==> src/rtl/unit_group_scheduler_pkg.sv <==
// -----------------------------------------------------------------------------
// unit_sched_pkg
// Shared types and defaults for the unit group scheduler.
//   sched_state_e : scheduler FSM states (IDLE, RUN)
//   DEF_*         : default parameter values
//   onehot_of()   : unit index -> one-hot vector (up to MAX_UNITS units)
// Optional feature macro used by the scheduler: UNIT_SCHED_TIMEOUT_EN.
// -----------------------------------------------------------------------------
package unit_sched_pkg;

   typedef enum logic {
      IDLE = 1'b0,
      RUN  = 1'b1
   } sched_state_e;

   localparam int DEF_NUM_UNITS      = 5;
   localparam int DEF_TIMEOUT_CYCLES = 64;
   localparam int MAX_UNITS          = 16;
   localparam int MAX_ID_W           = 4;

   function automatic logic [MAX_UNITS-1:0] onehot_of(input logic [MAX_ID_W-1:0] id);
      onehot_of = MAX_UNITS'(1) << id;
   endfunction

endpackage

==> src/rtl/unit_group_scheduler_if.sv <==
// -----------------------------------------------------------------------------
// unit_group_scheduler_if
// Request/grant bundle between the scheduler and its child units.
//   enable      : permits new grants
//   req         : per-unit request level
//   done        : per-unit completion pulse
//   grant       : one-hot grant, held for the whole job
//   start       : single-cycle pulse on the first granted cycle
//   cur_id      : index of the granted unit, valid while busy
//   busy        : a job is running
//   timeout_err : single-cycle watchdog expiry pulse
// Modports: master = scheduler side, slave = parent/unit side.
// -----------------------------------------------------------------------------
interface unit_group_scheduler_if
   import unit_sched_pkg::*;
#(
   parameter int NUM_UNITS = DEF_NUM_UNITS,
   parameter int ID_W      = $clog2(NUM_UNITS)
);
   logic                 enable;
   logic [NUM_UNITS-1:0] req;
   logic [NUM_UNITS-1:0] done;
   logic [NUM_UNITS-1:0] grant;
   logic                 start;
   logic [ID_W-1:0]      cur_id;
   logic                 busy;
   logic                 timeout_err;

   modport master (
      input  enable, req, done,
      output grant, start, cur_id, busy, timeout_err
   );

   modport slave (
      output enable, req, done,
      input  grant, start, cur_id, busy, timeout_err
   );
endinterface

==> src/rtl/unit_group_scheduler_rr_pick.sv <==
// -----------------------------------------------------------------------------
// rr_pick
// Purely combinational round-robin picker. Searches req starting at last+1,
// wrapping explicitly at NUM_UNITS so indices >= NUM_UNITS never appear.
//   req   : request vector
//   last  : index served most recently
//   found : at least one request is set
//   idx   : first requesting index after last
// -----------------------------------------------------------------------------
module rr_pick
   import unit_sched_pkg::*;
#(
   parameter int NUM_UNITS = DEF_NUM_UNITS,
   parameter int ID_W      = $clog2(NUM_UNITS)
) (
   input  logic [NUM_UNITS-1:0] req,
   input  logic [ID_W-1:0]      last,
   output logic                 found,
   output logic [ID_W-1:0]      idx
);

   // One extra bit so last+i (at most 2*NUM_UNITS-1) cannot overflow.
   localparam logic [ID_W:0] LIMIT = (ID_W+1)'(NUM_UNITS);

   logic [ID_W:0] cand;

   // NOTE: every output of a combinational block gets a default first so no
   // path leaves it unassigned, which would otherwise infer a latch.
   always_comb begin
      found = 1'b0;
      idx   = '0;
      cand  = '0;
      for (int i = 1; i <= NUM_UNITS; i++) begin
         cand = {1'b0, last} + (ID_W+1)'(i);
         if (cand >= LIMIT) cand = cand - LIMIT;
         if (!found && req[cand[ID_W-1:0]]) begin
            found = 1'b1;
            idx   = cand[ID_W-1:0];
         end
      end
   end

endmodule

==> src/rtl/unit_group_scheduler.sv <==
// -----------------------------------------------------------------------------
// unit_group_scheduler
// Grants one of NUM_UNITS child units at a time in round-robin order, pulses
// start on the first granted cycle and holds the grant until that unit's done.
// Ports:
//   clk   : clock, rising edge
//   rst_n : asynchronous active-low reset
//   bus   : unit_group_scheduler_if.master (enable, req, done in;
//           grant, start, cur_id, busy, timeout_err out)
// Optional feature macro: UNIT_SCHED_TIMEOUT_EN -- adds a RUN-state watchdog
// of TIMEOUT_CYCLES cycles; without it timeout_err is tied low.
// -----------------------------------------------------------------------------
module unit_group_scheduler
   import unit_sched_pkg::*;
#(
   parameter int NUM_UNITS      = DEF_NUM_UNITS,
   parameter int ID_W           = $clog2(NUM_UNITS),
   parameter int TIMEOUT_CYCLES = DEF_TIMEOUT_CYCLES
) (
   input  logic                    clk,
   input  logic                    rst_n,
   unit_group_scheduler_if.master  bus
);

   if (NUM_UNITS < 2 || NUM_UNITS > MAX_UNITS || TIMEOUT_CYCLES < 2) begin : g_bad_params
      $error("unit_group_scheduler: NUM_UNITS must be 2..16 and TIMEOUT_CYCLES >= 2");
   end

   // Pointer starts at the top index so unit 0 wins the first arbitration.
   localparam logic [ID_W-1:0] LAST_RESET = ID_W'(NUM_UNITS - 1);

   sched_state_e         state_q, state_d;
   logic [NUM_UNITS-1:0] grant_q, grant_d;
   logic [ID_W-1:0]      cur_id_q, cur_id_d;
   logic [ID_W-1:0]      last_q, last_d;
   logic                 start_q, start_d;
   logic                 busy_q, busy_d;
   logic                 pick_found;
   logic [ID_W-1:0]      pick_id;
   logic                 job_done;

`ifdef UNIT_SCHED_TIMEOUT_EN
   localparam int              CNT_W    = $clog2(TIMEOUT_CYCLES + 1);
   localparam logic [CNT_W-1:0] CNT_LAST = CNT_W'(TIMEOUT_CYCLES - 1);

   logic [CNT_W-1:0] cnt_q, cnt_d;
   logic             timeout_q, timeout_d;
`endif

   rr_pick #(
      .NUM_UNITS (NUM_UNITS),
      .ID_W      (ID_W)
   ) u_pick (
      .req   (bus.req),
      .last  (last_q),
      .found (pick_found),
      .idx   (pick_id)
   );

   // NOTE: state registers use non-blocking assignments so every flop samples
   // the pre-edge values regardless of statement order.
   always_ff @(posedge clk or negedge rst_n) begin
      if (!rst_n) begin
         state_q   <= IDLE;
         grant_q   <= '0;
         cur_id_q  <= '0;
         last_q    <= LAST_RESET;
         start_q   <= 1'b0;
         busy_q    <= 1'b0;
`ifdef UNIT_SCHED_TIMEOUT_EN
         cnt_q     <= '0;
         timeout_q <= 1'b0;
`endif
      end else begin
         state_q   <= state_d;
         grant_q   <= grant_d;
         cur_id_q  <= cur_id_d;
         last_q    <= last_d;
         start_q   <= start_d;
         busy_q    <= busy_d;
`ifdef UNIT_SCHED_TIMEOUT_EN
         cnt_q     <= cnt_d;
         timeout_q <= timeout_d;
`endif
      end
   end

   always_comb begin
      state_d   = state_q;
      grant_d   = grant_q;
      cur_id_d  = cur_id_q;
      last_d    = last_q;
      start_d   = 1'b0;
      busy_d    = busy_q;
      job_done  = 1'b0;
`ifdef UNIT_SCHED_TIMEOUT_EN
      cnt_d     = cnt_q;
      timeout_d = 1'b0;
`endif
      unique case (state_q)
         IDLE: begin
            if (bus.enable && pick_found) begin
               state_d  = RUN;
               grant_d  = NUM_UNITS'(onehot_of(MAX_ID_W'(pick_id)));
               cur_id_d = pick_id;
               start_d  = 1'b1;
               busy_d   = 1'b1;
`ifdef UNIT_SCHED_TIMEOUT_EN
               cnt_d    = '0;
`endif
            end
         end
         RUN: begin
            // done is ignored on the start cycle; only the granted unit counts.
            job_done = !start_q && bus.done[cur_id_q];
            if (job_done) begin
               state_d = IDLE;
               grant_d = '0;
               busy_d  = 1'b0;
               last_d  = cur_id_q;
            end
`ifdef UNIT_SCHED_TIMEOUT_EN
            // A done arriving on the expiry cycle takes priority over the watchdog.
            else if (cnt_q == CNT_LAST) begin
               state_d   = IDLE;
               grant_d   = '0;
               busy_d    = 1'b0;
               last_d    = cur_id_q;
               timeout_d = 1'b1;
            end else begin
               cnt_d = cnt_q + 1'b1;
            end
`endif
         end
         default: state_d = IDLE;
      endcase
   end

   assign bus.grant  = grant_q;
   assign bus.start  = start_q;
   assign bus.cur_id = cur_id_q;
   assign bus.busy   = busy_q;
`ifdef UNIT_SCHED_TIMEOUT_EN
   assign bus.timeout_err = timeout_q;
`else
   assign bus.timeout_err = 1'b0;
`endif

endmodule

==> src/flat_wrapper.sv <==
// flat-port wrapper written by rule: the top's interface ports become plain ports
module unit_group_scheduler_flat import unit_sched_pkg::*;
#(
   parameter int NUM_UNITS      = DEF_NUM_UNITS,
   parameter int ID_W           = $clog2(NUM_UNITS),
   parameter int TIMEOUT_CYCLES = DEF_TIMEOUT_CYCLES
)
  (clk, rst_n, bus_enable, bus_req, bus_done, bus_grant, bus_start, bus_cur_id, bus_busy, bus_timeout_err);
  unit_group_scheduler_if #(.NUM_UNITS(NUM_UNITS), .ID_W(ID_W)) bus_i ();
  input  logic clk;
  input  logic rst_n;
  input wire logic [$bits(bus_i.enable)-1:0] bus_enable;
  input wire logic [$bits(bus_i.req)-1:0] bus_req;
  input wire logic [$bits(bus_i.done)-1:0] bus_done;
  output wire logic [$bits(bus_i.grant)-1:0] bus_grant;
  output wire logic [$bits(bus_i.start)-1:0] bus_start;
  output wire logic [$bits(bus_i.cur_id)-1:0] bus_cur_id;
  output wire logic [$bits(bus_i.busy)-1:0] bus_busy;
  output wire logic [$bits(bus_i.timeout_err)-1:0] bus_timeout_err;
  assign bus_i.enable = bus_enable;
  assign bus_i.req = bus_req;
  assign bus_i.done = bus_done;
  assign bus_grant = bus_i.grant;
  assign bus_start = bus_i.start;
  assign bus_cur_id = bus_i.cur_id;
  assign bus_busy = bus_i.busy;
  assign bus_timeout_err = bus_i.timeout_err;
  unit_group_scheduler #(.NUM_UNITS(NUM_UNITS), .ID_W(ID_W), .TIMEOUT_CYCLES(TIMEOUT_CYCLES)) u_core (.clk(clk), .rst_n(rst_n), .bus(bus_i));
endmodule
==> config.mk <==
export PLATFORM = sky130hd
export DESIGN_NAME = unit_group_scheduler_flat
export DESIGN_NICKNAME = d
export VERILOG_FILES = /design/src/rtl/unit_group_scheduler_pkg.sv /design/src/rtl/unit_group_scheduler_if.sv /design/src/rtl/unit_group_scheduler_rr_pick.sv /design/src/rtl/unit_group_scheduler.sv /design/src/flat_wrapper.sv
export SDC_FILE = /design/constraint.sdc
export NUM_CORES = 1
export LEC_CHECK = 0
export ABC_AREA = 1
export CELL_PAD_IN_SITES_DETAIL_PLACEMENT = 1
export CELL_PAD_IN_SITES_GLOBAL_PLACEMENT = 2
export CORE_ASPECT_RATIO = 2
export CORE_MARGIN = 1.5
export CORE_UTILIZATION = 30
export CTS_BUF_LIST = sky130_fd_sc_hd__clkbuf_4 sky130_fd_sc_hd__clkbuf_8
export CTS_CLUSTER_SIZE = 10
export DETAILED_ROUTE_END_ITERATION = 10
export GPL_ROUTABILITY_DRIVEN = 0
export GPL_TIMING_DRIVEN = 0
export PLACE_DENSITY = 0.88
export RECOVER_POWER = 100
export SYNTH_ARGS = -nofsm -noshare
export SYNTH_HDL_FRONTEND = slang
export SYNTH_SLANG_ARGS = --single-unit
==> constraint.sdc <==
create_clock -name clk -period 3.6 [get_ports clk]
set_input_delay 0.36 -clock clk [delete_from_list [all_inputs] [get_ports clk]]
set_output_delay 0.36 -clock clk [all_outputs]
set_load 0.03 [all_outputs]
==> summary by stage, run 1 <==
Clock tree
The maximum clock insertion buffer count is 2. The worst-skew pair later-pin latency is 0.24 ns. TritonCTS built the clock tree. In this run the post-CTS setup repair buffer count came out at 0. Clock tree synthesis inserted a total of 3 buffers.

The H-tree level count is 1. The root buffer cell is clkbuf_8. After clock tree synthesis, the flow added hold-fix buffers numbering 0. The number of clock sinks is 14. Clock-pin slew was measured on the worst setup and hold paths at 0.06 ns. The total of cells resized after clock tree synthesis is 0.

Synthesis
The fraction of synthesized area in multiplexers is 0. The number of distinct library cells after synthesis is 38. The post-synthesis share of cell area spent on full adders, half adders and majority gates is 0.0911. Of the total synthesized cell area, the portion taken by XOR and XNOR cells is 0.0259. The number of nets handed over by synthesis was between 200 and 300. The synthesized design contains 0 enable-type register cells. Of the total synthesized cell area, the portion taken by AND, OR, NAND and NOR gates is 0.452. The mapped cell area is about 0.0016 sq mm. After synthesis, the largest family of logic cells by area is simple AND/OR/NAND/NOR gates. After technology mapping, the gate count stands at around 240. A synthesized cell averages roughly 6.7 sq um. Among all flip-flop cells after synthesis, the most frequent one is dfrtp_1. The portion of the post-synthesis area used by sequential elements is 0.221. Synthesis inferred 14 register bits. The complex-gate fraction of the synthesized area is 0.111. The number of warnings issued by yosys is 0. The share of flip-flops with an asynchronous set or reset after synthesis is 1.00.

Route
The detailed-route via count is 1611. The post-detailed-route DRC marker count is 0. The per-cell routed wire length is approximately 14 um.

The initial detailed-routing violation count is 16. The detail route stage leaves a number of antenna-violating nets equal to 0. The aggregate routed wire length is 4650 um. The via-per-instance ratio is about 5. The first detailed-routing pass took 6 iterations.

STA
The ratio of final minimum period to clock period is 0.901. At the pin with the least slew margin, the transition time is approximately 0.64 ns. The number of max-slew violations in the final report was 0. Setup repair after global routing left no endpoint under its margin.

The highest achievable clock rate is slightly above 0.3 GHz. Across all setup checks in the final design, the least slack found is roughly 0.36 ns. Setup violations remaining at the end of the flow were counted as 0. The sum of negative setup slack is 0 ns.

Headroom to the max-slew limit came out at 0.572. For the finished layout, the period the worst path requires is 3.24 ns. Between clock sinks in the finished design, the worst skew comes to ~0.0055 ns.

The number of endpoints with negative hold slack in the final report is 0.

Worst setup path
Setup slack on the worst reg-to-reg path comes out at 0.36 ns. The endpoint class of the critical path is a register. The kind of critical path is reg -> reg. The data arrival time of the critical path is 3.38 ns. The worst setup path is launched from a register. Traced cell by cell, the critical path runs through inv_2, ha_1, inv_1, fa_1, a21oi_1, nand2_1, nand2_2, nand2_1, nand3_1, nand3_1, nand2_1, inv_1, nand2_1, nor2_1, nor2_1, nand3_1, nor2_2, nor2_1, nand2_1, nand2_1.

In this design, the stage delay of the slowest critical-path cell is 0.50 ns. The critical path crosses 20 cells after its start point. The worst register-to-register path has a depth of 20.

The required time of the worst setup path is roughly 3.7 ns. Counting both buffers and inverters, the worst setup path holds a total of 3. Among cell families on the critical path, the largest total delay comes from simple AND/OR/NAND/NOR gates.

The critical path endpoint is u_core.bus.grant[2]. The launch point of the worst path is u_core.last_q[0]. The cell at the slowest stage of the critical path is dfrtp_1. In this run the critical register-to-register path is captured at u_core.bus.grant[2].

Among the stages of the critical path, the cell type that occurs most often is nand2_1. The startpoint identified for the worst register-to-register timing path is u_core.last_q[0]. The maximum fanout count along the critical path is 11.

Placed design
At the placement stage, the worst setup path has a slack of ~0.34 ns. Buffers placed on the I/O ports in this run total 22. Detailed placement ended at an HPWL of between 4000 and 5000 um. The placed instance count is 318.

Finish
The post-route non-filler standard cell count is 322. The number of antenna diodes in the final layout is 0. The layout filler cell count is 689.

From synthesis to final layout, the design area changed by 21.0%. In the final layout, the multi-input gates occupy between 0.001 and 0.0015 sq mm. The fraction of final layout cells sized beyond drive strength 1 is 0.167. Across the whole layout, storage elements account for 352 sq um. At the end of the flow, the number of nets in the layout was approximately 290.

Global route
The global-route total usage across every layer is 0.179. The via count of the first global-routing pass is 1693. The number of antenna violations at the first check in global routing is 0. The first global-routing pass estimated about 7700 um of wire. The largest net degree at the start of global routing is 15. The total congestion overflow after global routing is 0.

Floorplan
During I/O placement, the number of pins put on the boundary was 24. From left edge to right edge, the die measures ~55 um. The site row count is 37. The floorplan step defined a die boundary enclosing ~0.0058 sq mm.

The height of the chip is 106 um. The initial core utilization is 0.310. The core region is 0.00514 sq mm.

Hold path
The worst hold path belongs to the class reg -> reg.

Outcome
The flow ran to the end, and the final reports show no timing, DRC or antenna violations.

Run
The tool flagged a number of max-cap violations equal to 0.
[worst min-delay path by stage]
stage | startpoint | end | cells after the start
2_1_floorplan | rst_n | u_core.bus.busy | 0
3_3_place_gp | u_core.bus.grant[4] | u_core.bus.grant[4] | 2
3_5_place_dp | u_core.bus.grant[1] | u_core.bus.grant[1] | 2
4_1_cts | u_core.bus.grant[1] | u_core.bus.grant[1] | 2
5_1_grt | u_core.bus.grant[1] | u_core.bus.grant[1] | 2
6_report | u_core.bus.grant[4] | u_core.bus.grant[4] | 2
[tightest hold or removal path, cell delays in order (launching register included)]
cell and delay (ns):
dfrtp_1 0.35, nand2_1 0.06, nand2_1 0.05
[per-stage QoR]
step	instance area (sq um)	hold slack [ns]	util
6_report	1930	0.484	0.375
4_1_cts	1940	0.494	0.377
3_5_place_dp	1890	0.475	0.367
3_3_place_gp	1890	0.456	0.367
5_1_grt	1930	0.504	0.375
2_1_floorplan	1590	0.0644	-
[area by class of cell]
| type | instances | share of cell area |
|---|---|---|
| buffer | 4 | 0.0195 |
| tap | 58 | 0.0376 |
| clock buffer | 4 | 0.0253 |
| timing repair buffer | 22 | 0.114 |
| inverter | 31 | 0.0610 |
| sequential | 14 | 0.182 |
| multi-input combinational | 189 | 0.560 |
[state kept, by name, indices dropped and copies added (netlist names)]
register	cells
u_core.bus.cur_id	3
u_core.bus.start	1
u_core.bus.grant	5
u_core.last_q	3
u_core.bus.busy	1
u_core.state_q	1
[synth_stat cells (2+ instances only)]
cell	instances	share of area
xor2_2	2	0.020
nand2_1	61	0.14
dfrtp_1	13	0.20
inv_1	25	0.059
o21ai_2	3	0.016
nand4_1	7	0.027
nor2_1	16	0.038
nand2_2	13	0.051
inv_2	5	0.012
o21ai_1	5	0.016
o21ai_0	10	0.031
nand3_2	3	0.019
ha_1	10	0.078
o211ai_1	3	0.014
a21oi_1	2	0.0063
nand3b_1	2	0.0094
nand3_1	37	0.12
[placed cells by master (no fill, tap or decap), types with 2 or more instances in the layout]
cell / Yosys / routed
o21ai_0: 10 / 10
inv_2: 5 / 5
a21oi_1: 2 / 2
nand2_1: 61 / 61
nor2_1: 16 / 16
nand3_1: 37 / 37
nand3_2: 3 / 4
xor2_2: 2 / 2
clkbuf_8: 0 / 3
nand3b_1: 2 / 2
nand4_1: 7 / 7
dfrtp_1: 13 / 13
o21ai_2: 3 / 3
dlygate4sd3_1: 0 / 12
o21ai_1: 5 / 5
clkdlybuf4s50_1: 0 / 10
nand2_2: 13 / 13
o211ai_1: 3 / 3
ha_1: 10 / 10
inv_1: 25 / 25
[cells by family after synthesis]
group | count (synthesis)
AND/OR/NAND/NOR | 146
buffers and inverters | 35
AO/OA/AOI/OAI | 28
flip-flops | 14
adder cells (fa/ha/maj) | 11
XOR/XNOR | 3
other | 1
[per-layer routing]
| layer | part of all wire | global-route usage |
|---|---|---|
| met1 | 0.35 | 0.169 |
| met2 | 0.61 | 0.359 |
| met3 | 0.014 | 0.00562 |
| met4 | 0.029 | 0.0768 |
| met5 | 0 | 0 |
Power of run 1 is left out: the tool's default activity adds up to more than one toggle a clock period on the data nets, which glitch-free logic cannot reach.
==> inputs of run 2 (changes only) <==
- GPL_ROUTABILITY_DRIVEN: 0 -> unset
==> results of run 2 <==
No change in the layout: final DEF, timing and power equal those of run 1.
Power of run 2 is left out for the same reason.
==> RTL change 1: new RTL, config.mk and constraints of run 1 <==
Reset style: synchronous (`rst_n`), changed in one clocked block. Comments in the files are not updated.
--- a/src/rtl/unit_group_scheduler.sv
+++ b/src/rtl/unit_group_scheduler.sv
@@ -59,7 +59,7 @@
 
    // NOTE: state registers use non-blocking assignments so every flop samples
    // the pre-edge values regardless of statement order.
-   always_ff @(posedge clk or negedge rst_n) begin
+   always_ff @(posedge clk) begin
       if (!rst_n) begin
          state_q   <= IDLE;
          grant_q   <= '0;
Function: differs if rst_n is asserted again (counterexample within 4 cycles, from zero or initial values and one cycle with rst_n low); with rst_n held inactive, the same outputs for 10 cycles.
==> RTL change 1 against run 1 <==
- area after synthesis is 1.3% higher
- first-iteration DRC count grew 25%
- worst setup slack improved by 0.052 ns
- sequential cell count did not move
- critical endpoint is now u_core.bus.grant[3]
- wire length is 17% higher
- largest cell class unchanged
- cell area up 0.78%
==> RTL change 1: results (changes against run 1) <==
Drt
  – Highest metal used: met4 (unchanged)
  – Detailed Route Iter0 Violations: 20 (was 16)
  – Pre-antenna DRT Iters: 4 (was 6)
  – M1 WL: 1730 um (was 1610 um)
  – WL met2: 3150 um (was 2840 um)
  – Metal3 WL: 94 um (was 66 um)
  – Via count: 1,805 (was 1,611)
  – Routed WL per cell: 15.9 um (was 14.4 um)

Worst setup path
  – Reg2Reg Depth: 22 (was 20)
  – Crit path DAT: 3.36 ns (was 3.38 ns)
  – R2R Setup Slk: 0.41 ns (was 0.36 ns)
  – Crit path max fanout: 12 (was 11)
  – Critical path startpoint: u_core.last_q[0] (unchanged)
  – Critical path destination: u_core.bus.grant[3] (was u_core.bus.grant[2])

Clock tree
  – H-Tree Level Count: 1 (unchanged)
  – Clk_lat worst skew: 0.24 ns (about the same)
  – Clock buffer depth: 2 (unchanged)
  – Clk root buf: clkbuf_8 (unchanged)
  – Inserted Clock Buffers: 3 (unchanged)
  – Post-CTS sizing: 0 (unchanged)
  – Reg clk slew, reported paths: roughly 0.050 ns
  – Post-CTS setup buffers: 0 (unchanged)

Global routing
  – Met3 usage: 1.11% (was 0.562%)
  – GR Util met1: 19.2% (was 16.9%)
  – Pin count of the biggest net entering global routing: 13 (was 15)
  – Initial antenna violation count: 0 (unchanged)
  – Tot GR Track Use: 21.3% (was 17.9%)
  – GR Layer Usage met2: 40.1% (was 35.9%)
  – First-pass GRT wire length: 9060 um (was 7700 um)
  – Number of global-route vias before repair: 1,950 (was 1,693)

Synth
  – Distinct cells, synth: 36 (was 38)
  – Most area-consuming cells after synthesis: dfxtp_1 17%, nand2_1 17%, nand3_1 13%, inv_1 7.9%, ha_1 7.7% (was dfrtp_1 20%, nand2_1 14%, nand3_1 12%, ha_1 7.8%, inv_1 5.9%)
  – Yosys warnings: 0 (unchanged)
  – Post-synthesis sequential area ratio: 17.4% (was 22.1%)
  – Async set-reset flop share out of synthesis: 0% (was 100%)
  – Count leader, synth: nand2_1 (unchanged)
  – Syn nets: 281 (was 262)
  – Post-synth top cells: 73 x nand2_1, 43 x nand3_1, 34 x inv_1 (was 61 x nand2_1, 37 x nand3_1, 25 x inv_1)

Timing
  – Hold Fails Final Rpt: 0 (unchanged)
  – Max_slew headroom: 41.7% (was 57.2%)
  – Fin Clk Skew: 0.00307 ns (was 0.00548 ns)

Final layout
  – Diodes inserted: 0 (unchanged)
  – Share of layout cells above drive strength 1: 11.0% (was 16.7%)
  – Layout filler cell count: 698 (was 689)
  – Max reg flops: 5 (unchanged)
  – Layout Nets: 308 (was 289)

Placed design
  – Hpwl dp: 4640 um (was 4010 um)
  – IO Port Bufs: 22 (unchanged)

Power
  – Peak supply drop: 0.536 mV
  – LEAKAGE: about 1 nW

Min path
  – Hold Crit Class: reg2reg (unchanged)

Run status
  – Status: finished, final reports clean (unchanged)
RTL change 1: worst max-delay path, cell delays in order, from the launching register on:
cell and delay, ns:
dfxtp_1 0.36, buf_6 0.18, clkinv_8 0.08, ha_1 0.14
inv_1 0.08, fa_1 0.36, inv_1 0.15, nand2_1 0.10
nand3_1 0.13, nand2_1 0.12, nand2_1 0.08, nand3_1 0.09
nand2_1 0.07, nand2_1 0.05, nand2_1 0.08, nand2_2 0.09
nor2_4 0.22, nand3b_4 0.13, nand3_4 0.11, nand2_1 0.07
clkinvlp_2 0.20, nand2_1 0.07, a21oi_1 0.15
RTL change 1: layout make-up:
class	instances	share of cell area [%]
Multi-Input combinational cell	201	58.2
Tap cell	58	3.73
Sequential cell	14	14.4
Inverter	38	8.18
Timing Repair Buffer	22	11.3
Clock buffer	3	2.12
Buffer	4	2.00
RTL change 1: kinds of logic (layout without fill, tap and decap cells):
| family | Yosys count | after routing | share of synthesized area (%) |
|---|---|---|---|
| buffers and inverters | 42 | 67 | 12.2 |
| AO/OA/AOI/OAI | 31 | 31 | 12.1 |
| multiplexers | 1 | 1 | 0.620 |
| adder cells (fa/ha/maj) | 11 | 11 | 8.99 |
| other | 1 | 1 | 0.232 |
| AND/OR/NAND/NOR | 155 | 155 | 47.4 |
| XOR/XNOR | 2 | 2 | 1.08 |
| flip-flops | 14 | 14 | 17.4 |
RTL change 1: power breakdown:
part	switching, mW	internal [mW]
logic	1.21	0.565
registers	0.0630	0.209
clock network	0.0503	0.0739
total	1.32	0.848
RTL change 1: worst min path at each step:
| stage | cells after the start | endpoint | startpoint | slack [ns] |
|---|---|---|---|---|
| 4_1_cts | 2 | u_core.bus.grant[1] | u_core.bus.grant[1] | 0.47 |
| 6_report | 2 | u_core.bus.grant[1] | u_core.bus.grant[1] | 0.46 |
| 5_1_grt | 2 | u_core.bus.grant[1] | u_core.bus.grant[1] | 0.49 |
| 3_5_place_dp | 2 | u_core.bus.grant[1] | u_core.bus.grant[1] | 0.46 |
| 3_3_place_gp | 2 | u_core.bus.grant[0] | u_core.bus.grant[0] | 0.46 |
| 2_1_floorplan | 1 | u_core.last_q[2] | rst_n | 0.46 |
RTL change 1: stage by stage:
step | instances | worst slack, ns | instance area, sq um | utilization, % | power [mW]
detailed placement | 337 | 0.427 | 1910 | 36.8 | 2.08
finish | 340 | 0.410 | 1940 | 37.5 | 2.17
global route | 340 | 0.0698 | 1940 | 37.5 | 2.44
CTS | 340 | 0.422 | 1950 | 37.6 | 2.22
global placement | 337 | 0.515 | 1910 | 36.8 | 2.04
floorplan | 257 | 1.03 | 1620 | - | 1.60
==> RTL change 2: new RTL, flow settings as in run 1 <==
Made on the original files. The option `UNIT_SCHED_TIMEOUT_EN` is turned on by a define.
--- a/src/rtl/unit_group_scheduler.sv
+++ b/src/rtl/unit_group_scheduler.sv
@@ -10,6 +10,8 @@
 // Optional feature macro: UNIT_SCHED_TIMEOUT_EN -- adds a RUN-state watchdog
 // of TIMEOUT_CYCLES cycles; without it timeout_err is tied low.
 // -----------------------------------------------------------------------------
+`define UNIT_SCHED_TIMEOUT_EN
+
 module unit_group_scheduler
    import unit_sched_pkg::*;
 #(
Check against the original RTL: no difference found for any inputs over 10 cycles, from zero or initial values and one cycle with rst_n low; that may be too few to reach the edited logic, so the function may still have changed.
==> RTL change 2 against run 1 <==
- cell area up 20%
- via count up 24%
- wire length up 22%
- worst setup slack better by 0.10 ns
- area after synthesis up 22%
- sequential cell count up 8
- non-clock buffer count down 1
==> RTL change 2: results (changes against run 1) <==
Drt
  – Pre-antenna DRT Iters: 4 (was 6)
  – Via count: 1,991 (was 1,611)
  – M1 WL: 2050 um (was 1610 um)
  – Metal3 WL: 96 um (was 66 um)
  – WL met2: 3390 um (was 2840 um)
  – Detailed Route Iter0 Violations: 46 (was 16)
  – Final wirelength: 5690 um (was 4650 um)

Clock tree
  – Reg clk slew, reported paths: 0.08 ns (was 0.06 ns)
  – H-Tree Level Count: 1 (unchanged)
  – Clk_lat worst skew: 0.27 ns (was 0.24 ns)
  – Clock buffer depth: 2 (unchanged)

Global routing
  – Tot GR Track Use: 18.5% (was 17.9%)
  – Number of global-route vias before repair: 2,135 (was 1,693)
  – First-pass GRT wire length: 9810 um (was 7700 um)
  – Met3 usage: 1.22% (was 0.562%)
  – Initial antenna violation count: 0 (unchanged)
  – Pin count of the biggest net entering global routing: 23 (was 15)
  – GR Layer Usage met2: 36.8% (was 35.9%)
  – GR Util met1: 18.5% (was 16.9%)

Synth
  – Synth top area share: 27.1% (was 20.4%)
  – Post-synth top cells: 86 x nand2_1, 43 x nand3_1, 33 x inv_1 (was 61 x nand2_1, 37 x nand3_1, 25 x inv_1)
  – Post-synthesis sequential area ratio: 28.5% (was 22.1%)
  – Syn nets: 313 (was 262)
  – Top FF cell, synth: dfrtp_1 (unchanged)
  – Distinct cells, synth: 31 (was 38)
  – Most area-consuming cells after synthesis: dfrtp_1 27%, nand2_1 17%, nand3_1 11%, ha_1 6.5%, inv_1 6.4% (was dfrtp_1 20%, nand2_1 14%, nand3_1 12%, ha_1 7.8%, inv_1 5.9%)

Worst setup path
  – Crit path DAT: 3.30 ns (was 3.38 ns)
  – Crit path max fanout: 10 (was 11)
  – CP peak stage delay: 0.46 ns (was 0.50 ns)
  – CP top delay family: simple AND/OR/NAND/NOR gates (unchanged)

Final layout
  – Share of layout cells above drive strength 1: 8.86% (was 16.7%)
  – Multi-input gates: 227 (was 189)
  – Buffering overhead: 10.7% (was 13.4%)
  – Clk cell area share: 2.37% (was 2.53%)
  – Layout filler cell count: 841 (was 689)
  – Most flops, register: u_core.cnt_q
  – Seq. cell area: 552 sq um (was 352 sq um)
  – Buffers, non-clock: 25 (was 26)
  – Max reg flops: 7 (was 5)
  – Seq cells: 22 (was 14)
  – Diodes inserted: 0 (unchanged)
  – Layout Nets: 341 (was 289)
  – Non-CTS inverters: 38 (was 31)
  – Multi-input logic area: 0.00122 sq mm (was 0.00108 sq mm)

Min path
  – Hold Crit Class: reg2reg (unchanged)

Placed design
  – IO Port Bufs: 23 (was 22)
  – Hpwl dp: 4800 um (was 4010 um)

Timing
  – Fin Clk Skew: 0.00304 ns (was 0.00548 ns)
  – Max_slew headroom: 32.0% (was 57.2%)

Run status
  – Status: finished, final reports clean (unchanged)
==> RTL change 2: kinds of logic after synthesis <==
logic type / count (synthesis) / synth area share, %
adder cells (fa/ha/maj): 11 / 7.48
flip-flops: 22 / 28.5
XOR/XNOR: 5 / 2.26
AO/OA/AOI/OAI: 38 / 11.9
buffers and inverters: 40 / 8.32
AND/OR/NAND/NOR: 173 / 41.6
==> RTL change 2: final timing paths <==
| kind | from | to | slack, ns | cells after the start |
|---|---|---|---|---|
| max in group asynchronous | rst_n | u_core.last_q[1] | 2.28 | 1 |
| worst max register to register | u_core.last_q[0] | u_core.cnt_q[2] | 0.46 | 19 |
| min in group asynchronous | rst_n | u_core.bus.grant[4] | 0.71 | 1 |
| worst max-delay path | u_core.last_q[0] | u_core.cnt_q[2] | 0.46 | 19 |
| worst min-delay path | u_core.bus.grant[4] | u_core.bus.grant[4] | 0.47 | 2 |
| worst min register to register | u_core.bus.grant[4] | u_core.bus.grant[4] | 0.47 | 2 |
==> RTL change 2: power by group through the flow <==
stage	combinational (mW)	sequential (mW)	clock [mW]
global placement	1.94	0.417	0
CTS	1.99	0.416	0.188
floorplan	1.39	0.467	0
detailed placement	1.99	0.420	0
global route	2.21	0.424	0.190
finish	1.92	0.410	0.178
==> RTL change 2: per-stage QoR <==
stage | std cells | utilization, % | setup slack [ns] | area, sq um | total power [mW]
finish | 402 | 37.1 | 0.462 | 2320 | 2.51
global route | 402 | 37.1 | 0.114 | 2320 | 2.82
CTS | 402 | 37.3 | 0.536 | 2330 | 2.60
detailed placement | 398 | 36.4 | 0.555 | 2280 | 2.41
global placement | 398 | 36.4 | 0.598 | 2280 | 2.36
floorplan | 289 | - | 0.982 | 1940 | 1.86
